[config.mk]
export PLATFORM = sky130hd
export DESIGN_NAME = account_ledger_flat
export DESIGN_NICKNAME = d
export VERILOG_FILES = /design/src/rtl/atm_pkg.sv /design/src/rtl/account_ledger_if.sv /design/src/rtl/ledger_mem.sv /design/src/rtl/account_ledger.sv /design/src/flat_wrapper.sv
export SDC_FILE = /design/constraint.sdc
export NUM_CORES = 1
export LEC_CHECK = 0
export CAP_MARGIN = 0
export CORE_UTILIZATION = 50
export DETAILED_ROUTE_END_ITERATION = 12
export HOLD_SLACK_MARGIN = 0.05
export MAX_ROUTING_LAYER = met4
export PLACE_DENSITY = 0.74
export SYNTH_ARGS = -nofsm -noshare
export SYNTH_HDL_FRONTEND = slang
export SYNTH_SLANG_ARGS = --single-unit
[constraint.sdc]
create_clock -name clk -period 13.35 [get_ports clk]
set_input_delay 3.3375 -clock clk [delete_from_list [all_inputs] [get_ports clk]]
set_output_delay 3.3375 -clock clk [all_outputs]
set_load 0.02 [all_outputs]
[src/rtl/atm_pkg.sv]
// Shared constants for the ATM account-record interface: opcodes, response
// status codes, record layout and default debit rules.
package atm_pkg;

  localparam int REC_W = 40;

  // Record layout {acct[15:0], pin[7:0], balance[15:0]}
  localparam int ACCT_HI = 39;
  localparam int PIN_HI  = 23;
  localparam int BAL_HI  = 15;

  localparam logic [1:0] OP_VERIFY = 2'b00;
  localparam logic [1:0] OP_DEBIT  = 2'b01;
  localparam logic [1:0] OP_WRITE  = 2'b10;
  localparam logic [1:0] OP_RSVD   = 2'b11;

  localparam logic [2:0] ST_OK        = 3'd0;
  localparam logic [2:0] ST_NO_ACCT   = 3'd1;
  localparam logic [2:0] ST_BAD_PIN   = 3'd2;
  localparam logic [2:0] ST_LOCKED    = 3'd3;
  localparam logic [2:0] ST_AMT_LIMIT = 3'd4;
  localparam logic [2:0] ST_INSUFF    = 3'd5;
  localparam logic [2:0] ST_BAD_IDX   = 3'd6;
  localparam logic [2:0] ST_BAD_OP    = 3'd7;

  localparam logic [15:0] MIN_BAL_DEF = 16'h0500;
  localparam logic [15:0] MAX_WD_DEF  = 16'h4000;

endpackage

[src/rtl/account_ledger_if.sv]
// Request/response channel between the ATM session controller (master)
// and the account ledger (slave).
interface account_ledger_if;
  logic        req_valid;
  logic        req_ready;
  logic [1:0]  req_op;
  logic [15:0] req_acct;
  logic [7:0]  req_pin;
  logic [15:0] req_amt;
  logic [3:0]  req_idx;
  logic [39:0] req_data;
  logic        rsp_valid;
  logic        rsp_ready;
  logic [2:0]  rsp_status;
  logic [15:0] rsp_balance;
  logic [3:0]  rsp_idx;

  modport master (
    output req_valid, req_op, req_acct, req_pin, req_amt, req_idx, req_data, rsp_ready,
    input  req_ready, rsp_valid, rsp_status, rsp_balance, rsp_idx
  );

  modport slave (
    input  req_valid, req_op, req_acct, req_pin, req_amt, req_idx, req_data, rsp_ready,
    output req_ready, rsp_valid, rsp_status, rsp_balance, rsp_idx
  );
endinterface

[src/rtl/ledger_mem.sv]
// Account record store: record array (not reset), per-slot valid bits and
// PIN-failure counters (reset). One combinational read port, one write port.
module ledger_mem import atm_pkg::*; #(
  parameter int NUM_REC = 10,
  parameter int IDX_W   = 4,
  parameter int FAIL_W  = 2
) (
  input  logic              clk,
  input  logic              rst,
  input  logic [IDX_W-1:0]  rd_idx,
  output logic [REC_W-1:0]  rd_rec,
  output logic              rd_valid,
  output logic [FAIL_W-1:0] rd_fail,
  input  logic              wr_en,
  input  logic [IDX_W-1:0]  wr_idx,
  input  logic [REC_W-1:0]  wr_rec,
  input  logic [FAIL_W-1:0] wr_fail
);

  logic [REC_W-1:0]               rec [NUM_REC];
  logic [NUM_REC-1:0]             vld;
  logic [NUM_REC-1:0][FAIL_W-1:0] fail;

  assign rd_rec   = rec[rd_idx];
  assign rd_valid = vld[rd_idx];
  assign rd_fail  = fail[rd_idx];

  // Record contents survive reset; only written by the ledger's EXEC step
  always_ff @(posedge clk) begin
    if (wr_en) rec[wr_idx] <= wr_rec;
  end

  // Any write leaves the slot valid and installs the new failure count
  always_ff @(posedge clk or negedge rst) begin
    if (!rst) begin
      vld  <= '0;
      fail <= '0;
    end else if (wr_en) begin
      vld[wr_idx]  <= 1'b1;
      fail[wr_idx] <= wr_fail;
    end
  end

endmodule

[src/rtl/account_ledger.sv]
// Account ledger: accepts VERIFY/DEBIT/WRITE requests, searches the record
// store one slot per cycle and applies lockout, PIN and debit rules.
module account_ledger import atm_pkg::*; #(
  parameter int          NUM_REC  = 10,
  parameter logic [15:0] MIN_BAL  = MIN_BAL_DEF,
  parameter logic [15:0] MAX_WD   = MAX_WD_DEF,
  parameter int          MAX_FAIL = 3
) (
  input logic             clk,
  input logic             rst,
  account_ledger_if.slave bus
);

  localparam int IDX_W  = 4;
  localparam int FAIL_W = $clog2(MAX_FAIL + 1);
  localparam logic [IDX_W-1:0]  LAST_IDX = IDX_W'(NUM_REC - 1);
  localparam logic [FAIL_W-1:0] FAIL_MAX = FAIL_W'(MAX_FAIL);

  localparam logic [1:0] S_IDLE   = 2'd0;
  localparam logic [1:0] S_SEARCH = 2'd1;
  localparam logic [1:0] S_EXEC   = 2'd2;
  localparam logic [1:0] S_RESP   = 2'd3;

  logic [1:0]       state;
  logic [IDX_W-1:0] ptr;
  logic [1:0]       op_q;
  logic [15:0]      acct_q, amt_q;
  logic [7:0]       pin_q;
  logic [IDX_W-1:0] idx_q;
  logic [REC_W-1:0] data_q;
  logic [2:0]       rsp_status_q;
  logic [15:0]      rsp_balance_q;
  logic [IDX_W-1:0] rsp_idx_q;

  logic [REC_W-1:0]  rd_rec, ex_rec;
  logic              rd_valid, hit, ex_we;
  logic [FAIL_W-1:0] rd_fail, ex_fail;
  logic [2:0]        ex_status;
  logic [15:0]       ex_bal;
  logic [IDX_W-1:0]  ex_idx, wr_idx;

  function automatic logic [FAIL_W-1:0] fail_inc(input logic [FAIL_W-1:0] f);
    return (f == FAIL_MAX) ? f : f + FAIL_W'(1);
  endfunction

  // 17-bit difference so an amount above the balance can never wrap into range
  function automatic logic debit_ok(input logic [15:0] bal, input logic [15:0] amt);
    logic [16:0] diff;
    diff = {1'b0, bal} - {1'b0, amt};
    return !diff[16] && (diff[15:0] >= MIN_BAL);
  endfunction

  ledger_mem #(.NUM_REC(NUM_REC), .IDX_W(IDX_W), .FAIL_W(FAIL_W)) u_mem (
    .clk(clk), .rst(rst),
    .rd_idx(ptr), .rd_rec(rd_rec), .rd_valid(rd_valid), .rd_fail(rd_fail),
    .wr_en(state == S_EXEC && ex_we), .wr_idx(wr_idx), .wr_rec(ex_rec), .wr_fail(ex_fail)
  );

  assign hit    = rd_valid && (rd_rec[ACCT_HI:PIN_HI+1] == acct_q);
  assign wr_idx = (op_q == OP_WRITE) ? idx_q : ptr;

  assign bus.req_ready   = (state == S_IDLE);
  assign bus.rsp_valid   = (state == S_RESP);
  assign bus.rsp_status  = rsp_status_q;
  assign bus.rsp_balance = rsp_balance_q;
  assign bus.rsp_idx     = rsp_idx_q;

  // Rule evaluation for the EXEC cycle; ptr still addresses the matched slot
  always_comb begin
    ex_status = ST_OK;
    ex_bal    = '0;
    ex_idx    = ptr;
    ex_we     = 1'b0;
    ex_rec    = rd_rec;
    ex_fail   = rd_fail;
    if (op_q == OP_WRITE) begin
      if (idx_q > LAST_IDX) begin
        ex_status = ST_BAD_IDX;
        ex_idx    = '0;
      end else begin
        ex_we   = 1'b1;
        ex_rec  = data_q;
        ex_fail = '0;
        ex_bal  = data_q[BAL_HI:0];
        ex_idx  = idx_q;
      end
    end else begin
      ex_we = 1'b1;
      if (rd_fail == FAIL_MAX) begin
        ex_status = ST_LOCKED;
      end else if (rd_rec[PIN_HI:BAL_HI+1] != pin_q) begin
        ex_status = ST_BAD_PIN;
        ex_fail   = fail_inc(rd_fail);
      end else begin
        ex_fail = '0;
        ex_bal  = rd_rec[BAL_HI:0];
        if (op_q == OP_DEBIT) begin
          if (amt_q > MAX_WD) begin
            ex_status = ST_AMT_LIMIT;
          end else if (!debit_ok(rd_rec[BAL_HI:0], amt_q)) begin
            ex_status = ST_INSUFF;
          end else begin
            ex_bal            = rd_rec[BAL_HI:0] - amt_q;
            ex_rec[BAL_HI:0]  = ex_bal;
          end
        end
      end
    end
  end

  // Request fields are captured at acceptance
  always_ff @(posedge clk) begin
    if (state == S_IDLE && bus.req_valid) begin
      op_q   <= bus.req_op;
      acct_q <= bus.req_acct;
      pin_q  <= bus.req_pin;
      amt_q  <= bus.req_amt;
      idx_q  <= bus.req_idx;
      data_q <= bus.req_data;
    end
  end

  // Control FSM plus registered response fields
  always_ff @(posedge clk or negedge rst) begin
    if (!rst) begin
      state         <= S_IDLE;
      ptr           <= '0;
      rsp_status_q  <= '0;
      rsp_balance_q <= '0;
      rsp_idx_q     <= '0;
    end else begin
      case (state)
        S_IDLE: if (bus.req_valid) begin
          ptr <= '0;
          case (bus.req_op)
            OP_VERIFY, OP_DEBIT: state <= S_SEARCH;
            OP_WRITE:            state <= S_EXEC;
            default: begin
              state         <= S_RESP;
              rsp_status_q  <= ST_BAD_OP;
              rsp_balance_q <= '0;
              rsp_idx_q     <= '0;
            end
          endcase
        end
        S_SEARCH: begin
          if (hit) begin
            state <= S_EXEC;
          end else if (ptr == LAST_IDX) begin
            state         <= S_RESP;
            rsp_status_q  <= ST_NO_ACCT;
            rsp_balance_q <= '0;
            rsp_idx_q     <= '0;
          end else begin
            ptr <= ptr + IDX_W'(1);
          end
        end
        S_EXEC: begin
          state         <= S_RESP;
          rsp_status_q  <= ex_status;
          rsp_balance_q <= ex_bal;
          rsp_idx_q     <= ex_idx;
        end
        default: if (bus.rsp_ready) state <= S_IDLE;
      endcase
    end
  end

endmodule

[src/flat_wrapper.sv]
// flat-port wrapper written by rule: the top's interface ports become plain ports
module account_ledger_flat import atm_pkg::*;
#(
  parameter int          NUM_REC  = 10,
  parameter logic [15:0] MIN_BAL  = MIN_BAL_DEF,
  parameter logic [15:0] MAX_WD   = MAX_WD_DEF,
  parameter int          MAX_FAIL = 3
)
  (clk, rst, bus_req_valid, bus_req_op, bus_req_acct, bus_req_pin, bus_req_amt, bus_req_idx, bus_req_data, bus_rsp_ready, bus_req_ready, bus_rsp_valid, bus_rsp_status, bus_rsp_balance, bus_rsp_idx);
  account_ledger_if bus_i ();
  input logic clk;
  input logic rst;
  input wire logic [$bits(bus_i.req_valid)-1:0] bus_req_valid;
  input wire logic [$bits(bus_i.req_op)-1:0] bus_req_op;
  input wire logic [$bits(bus_i.req_acct)-1:0] bus_req_acct;
  input wire logic [$bits(bus_i.req_pin)-1:0] bus_req_pin;
  input wire logic [$bits(bus_i.req_amt)-1:0] bus_req_amt;
  input wire logic [$bits(bus_i.req_idx)-1:0] bus_req_idx;
  input wire logic [$bits(bus_i.req_data)-1:0] bus_req_data;
  input wire logic [$bits(bus_i.rsp_ready)-1:0] bus_rsp_ready;
  output wire logic [$bits(bus_i.req_ready)-1:0] bus_req_ready;
  output wire logic [$bits(bus_i.rsp_valid)-1:0] bus_rsp_valid;
  output wire logic [$bits(bus_i.rsp_status)-1:0] bus_rsp_status;
  output wire logic [$bits(bus_i.rsp_balance)-1:0] bus_rsp_balance;
  output wire logic [$bits(bus_i.rsp_idx)-1:0] bus_rsp_idx;
  assign bus_i.req_valid = bus_req_valid;
  assign bus_i.req_op = bus_req_op;
  assign bus_i.req_acct = bus_req_acct;
  assign bus_i.req_pin = bus_req_pin;
  assign bus_i.req_amt = bus_req_amt;
  assign bus_i.req_idx = bus_req_idx;
  assign bus_i.req_data = bus_req_data;
  assign bus_i.rsp_ready = bus_rsp_ready;
  assign bus_req_ready = bus_i.req_ready;
  assign bus_rsp_valid = bus_i.rsp_valid;
  assign bus_rsp_status = bus_i.rsp_status;
  assign bus_rsp_balance = bus_i.rsp_balance;
  assign bus_rsp_idx = bus_i.rsp_idx;
  account_ledger #(.NUM_REC(NUM_REC), .MIN_BAL(MIN_BAL), .MAX_WD(MAX_WD), .MAX_FAIL(MAX_FAIL)) u_core (.clk(clk), .rst(rst), .bus(bus_i));
endmodule
==> run metrics <==
status completed; min-delay src u_core.u_mem.vld[4]; Worst-path clk slew 0.06 ns; worst endpoint required time ~14 ns; critical path endpoint category flip-flop; worst-skew pair later-pin latency around 0.64 ns; Worst Hold Path EP u_core.u_mem.vld[4]; Hold Buf Count CTS 0; Crit Path Category flip-flop to flip-flop; final wirelength approximately 55 mm; Synth cell types 72; DR WL/cell 24.7 µm; Seq/Total Area, Yosys 0.685; global-route wire length before repair between 80 and 90 mm; global route overflow 0; Site Rows 79; post-synthesis cell count between 1000 and 1500; routed vias 13500; post-route ant nets 0; most frequent cells after synthesis 486 x edfxtp_1, 103 x nand2_1, 78 x mux4_2; Simple-Gate Fraction of Synth Area 0.0580; PortBufs 114; Post-route DRC 0; # resized after CTS 0; nets@finish 1700; startpoint class of the critical path flip-flop; max_cap viols 0; largest family of logic cells by synthesized area multiplexers; r2r startpoint u_core.ptr[0]; post-synthesis xor/xnor area fraction 0.0194; CP Data Arrival Time about 8.2 ns; gr usage total 0.242; synth-to-layout area growth 15.6%; setup bufs post-CTS 0; diode count 0; routed vias/inst 6.01; RSZ-0062 raised after global routing false; clock sink total 545; Final Hold Viols 0; clock skew between 0.04 and 0.05 ns; H-Tree Level Count 2; share of the synthesized area in the top cell type 0.622; multiplexer area fraction after synthesis 0.131; Compound-Gate Fraction of Synth Area 0.0694; R2R cell count 16; largest area contributor in the netlist edfxtp_1; Core Area 46500 µm²; die height roughly 220 µm; Reg power frac 0.390; Setup-failing EPs final 0; die width ~220 µm; IO Pins 115; share of the core filled with cells 0.584; first-pass iteration count of the detailed router 7; clock power share 0.245; initial core utilization 0.505; Slew @ Worst Pin ~1.1 ns; CP max FO 44; largest net degree at the start of global routing 60; asr flop ratio synth 0.108; CTS tree yes; sw frac 0.350; Worst VDD drop about 130 µV; Crit Reg-Reg Endpoint u_core.u_mem.rec[9][11]; Root Driver clkbuf_16; setup ws final around 5.5 ns; Net Sw Power 2.31 mW; Lkg Pwr 9.07 nW; FILL cells about 3500; Worst Hold Depth 1; prevailing post-synth register cell edfxtp_1; Pins Over Slew Limit 0; post-route setup TNS 0 ns; DP Wirelength 34.1 mm; GPL Wtd Cong just under 0.9; Peak Freq 0.127 GHz; Cell Area, Synth 23500 µm²; Post-synth EDFFs around 490; top post-synthesis cells by area edfxtp_1 62%, mux4_2 7.5%, dfrtp_1 6.3%, mux2i_1 3.2%, mux2_2 2.2%; power per cell area 243 nW/µm²; Logic pwr share 0.366; clock buffer depth 3; adder-cell share of the synthesized area 0.0136; vias in the first global route 13600; CTS buffer count 56; Period minus WS final 7.89 ns; initial antenna violation count 0; most common cell in the synthesized netlist edfxtp_1; Synthesis Warnings 0; die area 47800 µm²; worst min path class flip-flop to flip-flop; Int Pwr 4.28 mW; DP Worst Slack ~5.6 ns; Relative slew margins 0.246; fraction of layout cells with a size suffix above 1 0.175; FF-to-FF setup slack 5.46 ns; Avg Cell Area, Syn 16.1 µm²; Synth Register Bits between 500 and 600; post-synthesis net count between 1500 and 2000; initial DRC count 1088; fin crit share 0.591
critical path: stages (launching register included):
cell	delay, ns
dfrtp_4	0.71
buf_4	0.68
buf_4	0.79
mux4_2	0.58
nor2b_1	0.14
a211oi_1	0.24
a21oi_1	0.18
ha_1	0.43
a21o_1	0.19
a21oi_1	0.29
a21oi_1	0.23
or3_1	0.43
a32oi_1	0.37
a41oi_2	0.63
nand2_1	0.47
nand2_2	0.22
o21ai_0	0.86
logic make-up (layout without fill, tap and decap cells):
logic type      count (synthesis)  count (layout)
fa+ha+maj                      25              25
xor+xnor                       52              52
buf+inv                       112             288
flops                         545             545
compound gates                240             240
mux                           202             202
simple gates                  281             281
per-layer routing:
metal,share of wire,vias up,wire [µm],track usage
met5,0,-,0,-
met4,0.035,0,1950,0.0875
met3,0.077,129,4250,0.0544
met2,0.48,557,26600,0.377
met1,0.41,6822,22600,0.312
li1,-,5957,-,-
how the worst max path moves through the flow:
stage	end	from	slack [ns]	depth (start not counted)
after detailed placement	u_core.u_mem.rec[2][11]	u_core.ptr[0]	5.57	16
after global routing	u_core.u_mem.rec[9][11]	u_core.ptr[0]	4.98	16
final	u_core.u_mem.rec[9][11]	u_core.ptr[0]	5.46	16
after global placement	u_core.u_mem.rec[2][11]	u_core.ptr[0]	5.74	16
after floorplan	u_core.ptr[3]	bus_req_valid	7.51	3
after CTS	u_core.u_mem.rec[9][11]	u_core.ptr[0]	5.50	16
layout by cell type (no fill, tap or decap), types with 9 or more instances in the layout:
cell and count:
a31oi_1 10, a21oi_1 59, o21ai_0 50, clkbuf_1 15
nor3_1 11, nand2b_1 13, clkinv_1 13, xor2_1 15
nor2b_1 18, nor2_1 49, xnor2_1 37, or2_2 10
clkdlybuf4s50_1 113, mux2_2 46, or3_1 10, mux4_2 78
o22ai_1 9, mux2i_1 74, dfrtp_1 55, o221a_2 10
nor4_1 9, buf_4 23, nand4_1 12, clkbuf_16 57
edfxtp_1 486, ha_1 24, a211oi_1 13, nand3_1 16
inv_1 40, nand2_1 103, a22oi_1 14
power by group through the flow:
stage | logic [mW] | registers [mW] | clock network [mW]
final | 2.41 | 2.57 | 1.61
after global routing | 2.61 | 2.59 | 1.69
after CTS | 2.40 | 2.57 | 1.63
after detailed placement | 2.39 | 2.60 | 0
after global placement | 2.35 | 2.59 | 0
after floorplan | 1.76 | 2.53 | 0
state kept, by name, indices dropped and copies added, names as in the netlist, 4 cells and up:
register	flops
u_core.ptr	4
u_core.u_mem.rec	400
u_core.data_q	40
u_core.acct_q	16
u_core.pin_q	8
u_core.idx_q	4
u_core.bus.rsp_idx	4
u_core.bus.rsp_balance	16
u_core.u_mem.fail	20
u_core.u_mem.vld	10
u_core.amt_q	16
stage by stage:
stage	instance area [µm²]	power, mW	instances	hold WS (ns)
after CTS	27100	6.61	2240	0.471
after global routing	27100	6.89	2240	0.480
after floorplan	23500	4.29	1457	0.429
final	27100	6.59	2240	0.469
after global placement	25200	4.94	2134	0.444
after detailed placement	25200	4.99	2134	0.450
layout make-up:
| class | instances | area (µm²) | area share |
|---|---|---|---|
| tap | 607 | 759 | 0.0280 |
| timing repair buffer | 137 | 1310 | 0.0482 |
| inverter | 45 | 169 | 0.00623 |
| clock buffer | 74 | 1510 | 0.0557 |
| clock inverter | 32 | 409 | 0.0151 |
| multi-input combinational | 800 | 6890 | 0.254 |
| sequential | 545 | 16100 | 0.593 |
Power figures use the tool's default switching activity.
